$ cat config.mk
export PLATFORM = sky130hd
export DESIGN_NAME = uart_rx_sequencer
export DESIGN_NICKNAME = d
export VERILOG_FILES = /design/src/rtl/uart_rx_sequencer.sv
export SDC_FILE = /design/constraint.sdc
export NUM_CORES = 1
export LEC_CHECK = 0
export CAP_MARGIN = 5
export CORE_AREA = 8 8 68 70
export DETAILED_ROUTE_END_ITERATION = 10
export DIE_AREA = 0 0 76 78
export PLACE_DENSITY = 0.66
export SKIP_LAST_GASP = 1
export SLEW_MARGIN = 20
export SYNTH_ARGS = -nofsm -noshare
export SYNTH_HDL_FRONTEND = slang
export SYNTH_SLANG_ARGS = --single-unit
$ cat constraint.sdc
create_clock -name CLOCK_50 -period 5.2 [get_ports CLOCK_50]
set_input_delay 1.04 -clock CLOCK_50 [delete_from_list [all_inputs] [get_ports CLOCK_50]]
set_output_delay 1.04 -clock CLOCK_50 [all_outputs]
set_load 0.01 [all_outputs]
$ cat src/rtl/uart_rx_sequencer.sv
// uart_rx_sequencer
// Receive-side sequencer for a UART shift-register datapath. It synchronises
// the serial line, qualifies start bits at mid-bit, and times every bit with
// its own baud counter. It emits one RShift strobe at the centre of each data
// bit, then reports Byte_Done or Frame_Err at the centre of the stop bit.
//
// Build option: define UART_RX_PARITY_EN to add an even-parity bit between
// the data bits and the stop bit, and a Parity_Err output pulse.
//
// The pulse outputs are decoded from registered state only: the state, the
// baud counter, the bit counter and the synchronised line flop. They settle
// right after the clock edge and carry no input-to-output combinational path.
`timescale 1ns/1ps

module uart_rx_sequencer #(
  parameter int CLKS_PER_BIT = 21700,
  parameter int DATA_BITS    = 8
) (
  input  logic CLOCK_50,
  input  logic Reset_n,
  input  logic Rx,
  output logic Rx_Bit,
  output logic RShift,
  output logic Byte_Done,
  output logic Frame_Err,
`ifdef UART_RX_PARITY_EN
  output logic Parity_Err,
`endif
  output logic Busy
);

  localparam int BAUD_W = $clog2(CLKS_PER_BIT);
  localparam int BIT_W  = $clog2(DATA_BITS + 1);

  // Terminal counts: a full bit period, and half a period for start qualification
  localparam logic [BAUD_W-1:0] BAUD_ZERO = {BAUD_W{1'b0}};
  localparam logic [BAUD_W-1:0] BAUD_ONE  = BAUD_W'(1);
  localparam logic [BAUD_W-1:0] BAUD_LAST = BAUD_W'(CLKS_PER_BIT - 1);
  localparam logic [BAUD_W-1:0] HALF_LAST = BAUD_W'((CLKS_PER_BIT / 2) - 1);
  localparam logic [BIT_W-1:0]  BIT_ZERO  = {BIT_W{1'b0}};
  localparam logic [BIT_W-1:0]  BIT_ONE   = BIT_W'(1);
  localparam logic [BIT_W-1:0]  BIT_LAST  = BIT_W'(DATA_BITS - 1);

  typedef enum logic [2:0] {
    ST_IDLE   = 3'd0,
    ST_START  = 3'd1,
    ST_DATA   = 3'd2,
    ST_PARITY = 3'd3,
    ST_STOP   = 3'd4,
    ST_BREAK  = 3'd5
  } state_t;

  // Synchroniser flops: the line idles high, so both flops reset to 1
  logic sync_meta_r;
  logic sync_line_r;

  // Sequencer registers and their next-state values
  state_t            state_r;
  state_t            state_s;
  logic [BAUD_W-1:0] baud_cnt_r;
  logic [BAUD_W-1:0] baud_cnt_s;
  logic [BIT_W-1:0]  bit_cnt_r;
  logic [BIT_W-1:0]  bit_cnt_s;

  // Output decodes
  logic rshift_s;
  logic byte_done_s;
  logic frame_err_s;

`ifdef UART_RX_PARITY_EN
  // Running even-parity accumulator and the verdict taken at the parity bit
  logic par_acc_r;
  logic par_acc_s;
  logic par_bad_r;
  logic par_bad_s;
  logic parity_err_s;

  // One step of the running XOR over the received bits
  function automatic logic par_step(input logic acc, input logic bit_in);
    return acc ^ bit_in;
  endfunction
`endif

  // Two-flop synchroniser; everything downstream looks only at sync_line_r
  always_ff @(posedge CLOCK_50) begin
    if (!Reset_n) begin
      sync_meta_r <= 1'b1;
      sync_line_r <= 1'b1;
    end else begin
      sync_meta_r <= Rx;
      sync_line_r <= sync_meta_r;
    end
  end

  // State and counter registers, cleared by the synchronous reset
  always_ff @(posedge CLOCK_50) begin
    if (!Reset_n) begin
      state_r    <= ST_IDLE;
      baud_cnt_r <= BAUD_ZERO;
      bit_cnt_r  <= BIT_ZERO;
    end else begin
      state_r    <= state_s;
      baud_cnt_r <= baud_cnt_s;
      bit_cnt_r  <= bit_cnt_s;
    end
  end

`ifdef UART_RX_PARITY_EN
  // Parity registers, cleared by the synchronous reset
  always_ff @(posedge CLOCK_50) begin
    if (!Reset_n) begin
      par_acc_r <= 1'b0;
      par_bad_r <= 1'b0;
    end else begin
      par_acc_r <= par_acc_s;
      par_bad_r <= par_bad_s;
    end
  end
`endif

  // Next-state, counter and strobe decode; the baud counter restarts on every state entry
  always_comb begin
    state_s     = state_r;
    baud_cnt_s  = baud_cnt_r + BAUD_ONE;
    bit_cnt_s   = bit_cnt_r;
    rshift_s    = 1'b0;
    byte_done_s = 1'b0;
    frame_err_s = 1'b0;
`ifdef UART_RX_PARITY_EN
    par_acc_s    = par_acc_r;
    par_bad_s    = par_bad_r;
    parity_err_s = 1'b0;
`endif

    case (state_r)
      ST_IDLE: begin
        baud_cnt_s = BAUD_ZERO;
        if (!sync_line_r) begin
          state_s = ST_START;
        end else begin
          state_s = ST_IDLE;
        end
      end

      ST_START: begin
        // Re-check the line half a bit later; a short low pulse is a glitch
        if (baud_cnt_r == HALF_LAST) begin
          baud_cnt_s = BAUD_ZERO;
          bit_cnt_s  = BIT_ZERO;
`ifdef UART_RX_PARITY_EN
          par_acc_s  = 1'b0;
          par_bad_s  = 1'b0;
`endif
          if (!sync_line_r) begin
            state_s = ST_DATA;
          end else begin
            state_s = ST_IDLE;
          end
        end else begin
          state_s = ST_START;
        end
      end

      ST_DATA: begin
        // Counting starts at a bit centre, so every terminal count lands on a centre
        if (baud_cnt_r == BAUD_LAST) begin
          rshift_s   = 1'b1;
          baud_cnt_s = BAUD_ZERO;
          bit_cnt_s  = bit_cnt_r + BIT_ONE;
`ifdef UART_RX_PARITY_EN
          par_acc_s  = par_step(par_acc_r, sync_line_r);
`endif
          if (bit_cnt_r == BIT_LAST) begin
`ifdef UART_RX_PARITY_EN
            state_s = ST_PARITY;
`else
            state_s = ST_STOP;
`endif
          end else begin
            state_s = ST_DATA;
          end
        end else begin
          state_s = ST_DATA;
        end
      end

`ifdef UART_RX_PARITY_EN
      ST_PARITY: begin
        // Even parity: data bits XOR parity bit must come to zero
        if (baud_cnt_r == BAUD_LAST) begin
          baud_cnt_s = BAUD_ZERO;
          par_bad_s  = par_step(par_acc_r, sync_line_r);
          state_s    = ST_STOP;
        end else begin
          state_s = ST_PARITY;
        end
      end
`endif

      ST_STOP: begin
        if (baud_cnt_r == BAUD_LAST) begin
          baud_cnt_s = BAUD_ZERO;
          if (sync_line_r) begin
`ifdef UART_RX_PARITY_EN
            byte_done_s  = !par_bad_r;
            parity_err_s = par_bad_r;
`else
            byte_done_s  = 1'b1;
`endif
            state_s = ST_IDLE;
          end else begin
            // A framing error overrides any parity verdict
            frame_err_s = 1'b1;
            state_s     = ST_BREAK;
          end
        end else begin
          state_s = ST_STOP;
        end
      end

      ST_BREAK: begin
        // Hold here until the line recovers so a stuck-low line reports once
        baud_cnt_s = BAUD_ZERO;
        if (sync_line_r) begin
          state_s = ST_IDLE;
        end else begin
          state_s = ST_BREAK;
        end
      end

      default: begin
        state_s    = ST_IDLE;
        baud_cnt_s = BAUD_ZERO;
        bit_cnt_s  = BIT_ZERO;
      end
    endcase
  end

  assign Rx_Bit     = sync_line_r;
  assign RShift     = rshift_s;
  assign Byte_Done  = byte_done_s;
  assign Frame_Err  = frame_err_s;
  assign Busy       = (state_r != ST_IDLE);
`ifdef UART_RX_PARITY_EN
  assign Parity_Err = parity_err_s;
`endif

endmodule

# --- Yosys cells after proc, flatten, opt, wreduce, memory -nomap -nowiden ---
# Cells that the tools add are included.
totals:
  word_cells: 44
  ram_bits: 0
  romBits: 0
  memories: 0
  reg_bits: 24
  output_inout_bits: 5
  latchBits: 0
op_classes:
  div_mod_pow: 0
  n_bitwise: 1
  order_cmp: 0
  addsub: 2
  eq_ne: 9
  muxes: 22
  n_mul: 0
  n_reduce_logical: 5
  n_shift: 0
ops:
  columns: ["op", "n"]
  rows:
  - ["$mux W15", 2]
  - ["$pmux W15 S2", 1]
  - ["$add A15 B1 Y15 const B", 1]
  - ["$eq A15 B14 Y1 const B", 1]
  - ["$eq A15 B15 Y1 const B", 1]
  - ["$mux W3", 5]
  - ["$pmux W3 S5", 1]
  - ["$pmux W4 S3", 1]
  - ["$mux W1", 9]
  - ["$mux W4", 2]
  - ["$eq A3 B3 Y1 const B", 2]
  - ["$add A4 B1 Y4 const B", 1]
  - ["$eq A4 B3 Y1 const B", 1]
  - ["$ne A2 B2 Y1 const B", 2]
  - ["$eq A3 B1 Y1 const B", 1]
  - ["$eq A3 B2 Y1 const B", 1]
  - ["$logic_not A3 Y1", 1]
  - ["$reduce_and A3 Y1", 1]
  - ["$reduce_bool A3 Y1", 1]
  - ["$reduce_or A3 Y1", 1]
  - ["$mux W2", 1]
  - ["$reduce_or A2 Y1", 1]
  - ["$not A1 Y1", 1]

# --- Logic depth before layout (Yosys ltp) ---
depth:
  word_depth: 4
  depth_mapped: 7
  ltp_nobuf: 6

# --- Least setup slack after synthesis ---
# No wires, ideal clock.
synth_path:
  path_type: "register -> output"
  from: "reg baud_cnt_r[0]"
  to: "out Frame_Err"
  n_path_buf: 0
  t_arrival_ns: 1.444
  slack_ns: 2.716
  required_time_ns: 4.160
  stages_incl_launch_ff: 6
  path_cell_list: "dfxtp_1 ha_1 and4bb_1 nand4_4 or3_1 inv_1"
synth_via:
  elab_chain_len: 3
synth_rtl:
  columns: ["element", "line", "rtl"]
  rows:
  - ["from (decl)", "60", "logic [BAUD_W-1:0] baud_cnt_r;"]
  - ["from (signal assigned)", "103", "baud_cnt_r <= baud_cnt_s;"]
  - ["$eq A15 B15 Y1", "201", "if (baud_cnt_r == BAUD_LAST) begin"]
  - ["$mux W1", "201", null]
  - ["$mux W1", "135", "case (state_r)"]
  - ["to (decl)", "25", "output logic Frame_Err,"]
# Every way passes these cells.

# --- Final worst setup path ---
# Ends and elaborated chain as after synthesis.

==> results.tsv <==
metric	value	unit
outcome	complete, no violations	
grtUsageTotal	0.101	
synthXorXnorAreaFrac	0.0731	
overflow	0	
hold_violations	0	
met1_usage	0.121	
htree_levels	1	
synthesis.nets	155	
insertion_delay	310	ps
hold_path.class	reg2reg	
fillers	363	
wire_per_inst	14.2	um
synthDistinctLibCells	40	
crit_required	4160	ps
synth-edff-count	0	
cts_resized	0	
syn_area	0.00132	mm2
fp.dieW	76	um
cp_max_fo	8	
endpoint_kind	output pin	
synth_most_common_cell	dfxtp_1	
rows	22	
clock_sinks	24	
cts_tree	done	
die_area	0.00593	mm2
gp_congestion	0.809	
syn_avg_cell_area	8.84	um2
synth_compound_area_frac	0.122	
antenna_found_initial	0	
fin_crit_sh	0.664	
cts_buffers	3	
initial_core_util	0.371	
drc_errors	0	
synth_top_family_by_area	simple AND/OR/NAND/NOR gates	
use_met3	0.0334	
cp_data_arrival_time	2420	ps
drv_cap	0	
path_cells	ha_1 -> and4bb_1 -> nand4_4 -> or3_1 -> inv_1 -> clkdlybuf4s50_1	
grt_pass1_wl	5060	um
use_met2	0.165	
ys.flop_type	dfxtp_1	
rsz0062_at_grt	false	
core_area	0.00355	mm2
yosys-top-cells-count	dfxtp_1 (24), nor3_1 (16), nand2_1 (13), nand3_1 (8)	
vias_per_cell	5.63	
io_pins	8	
dp_slack	2090	ps
ys_ff_latch	24	
hpwl	2140	um
synthCells	149	
ys_top_cells_by_area	dfxtp_1 (36%), nor3_1 (6.1%), xor2_1 (4.0%)	
n_antenna_cell	0	
fin_nets	163	
totalWireLength	2890	um
p_per_area	192	mW/mm2
root_buffer	clkbuf_4	
vias	1142	
grt_pass1_vias	1076	
grt_max_degree	16	
p_leak	0.458	nW
area_delta_synth_final	9.97	%
drt_iter0_markers	102	
fin_setup_tns	0	ps
setup_slack	1740	ps
synth_mux_area_frac	0.00855	
synth_fa_ha_area_frac	0.0285	
period_needed	3460	ps
synth_top_cell_area_share	0.365	
yosysSeqAreaShare	0.365	
path_class	reg2out	
maxSlewHeadroom	0.538	
layout-drive-gt1-share	0.0774	
drtAntennaViolNets	0	
synth_simple_gate_area_share	0.365	
portBuffers	7	
max_stage_delay	530	ps
ctsHoldBuffers	0	
yosys_warnings	0	
async_flop_share	0	
die-height	78	um
worst_pin_slew	693	ps
max_freq	0.289	GHz
skew	6.55	ps
clockBufferDepth	2	
start_kind	flop	
yosys.area.top_type	dfxtp_1	
path_clk_slew	130	ps
slew_violations	0	
postCtsSetupBuffers	0	
worst_path_max_delay_cell	clkdlybuf4s50_1	
setup_viol	0	
top_usage_layer	met2	
irDropWorstVdd	0.118	mV
drtPass1Iterations	5	
where the power goes:
part	internal, W	switching [W]
Clock	0.0000271	0.0000532
Sequential	0.000185	0.00000139
Combinational	0.00000501	0.00000673
Total	0.000217	0.0000613
cells in the final DEF, fill, tap and decap left out, types with 3 or more instances in the layout:
cell,n
dfxtp_1,24
nor3_1,16
nand2_1,13
nand3_1,8
clkdlybuf4s50_1,7
inv_1,6
nand4_1,6
xor2_1,6
or3_1,5
xnor2_1,5
and2_1,4
nor2_1,4
a21oi_1,4
a211oi_1,4
and4bb_2,3
o21ai_0,3
and3_1,3
nand2b_1,3
ha_1,3
clkbuf_4,3
sequential cells by signal (all words and copies together) (netlist names):
signal and count:
sync_meta_r 1, baud_cnt_r 15, Rx_Bit 1, state_r 3, bit_cnt_r 4
area by class of cell:
| cell class | count | area (um2) | area share |
|---|---|---|---|
| clock buffers | 3 | 22.5 | 0.0155 |
| inverters | 6 | 22.5 | 0.0155 |
| multi-input cells | 114 | 786 | 0.542 |
| flip-flops and latches | 24 | 480 | 0.332 |
| well taps | 48 | 60.1 | 0.0415 |
| repair buffers | 8 | 77.6 | 0.0535 |
worst max-delay path, delay by kind of cell (launching register included):
kind / cells / cell delay [ps]
adders and majority gates: 1 / 250
and+or+nand+nor: 3 / 870
DFF: 1 / 390
buffers and inverters: 2 / 590
stage by stage:
stage	hold slack, ps	area [um2]	total power (W)	util	instances
after floorplan	386	1320	0.000198	-	149
final	439	1450	0.000278	0.408	203
after CTS	442	1440	0.000281	0.406	202
after detailed placement	410	1420	0.000202	0.400	199
after global placement	390	1420	0.000201	0.400	199
after global routing	487	1450	0.000288	0.408	203
layer usage:
metal | up-vias | share of wire
li1 | 569 | -
met1 | 548 | 0.47
met2 | 21 | 0.47
met3 | 4 | 0.046
met4 | 0 | 0.012
met5 | - | 0
worst paths after layout:
check | start | to | slack [ps] | cells past startpoint
max | baud_cnt_r[0] | Frame_Err | 1740 | 6
min | sync_meta_r | Rx_Bit | 440 | 1
min reg2reg | sync_meta_r | Rx_Bit | 440 | 1
max reg2reg | baud_cnt_r[0] | baud_cnt_r[4] | 3210 | 5
logic make-up after synthesis:
family	count (synthesis)
buffers and inverters	11
and+or+nand+nor	77
DFF	24
AOI/OAI and AO/OA	22
muxes	1
xor gates and xnor gates	11
adders and majority gates	3
(Power assumes the default switching activity.)
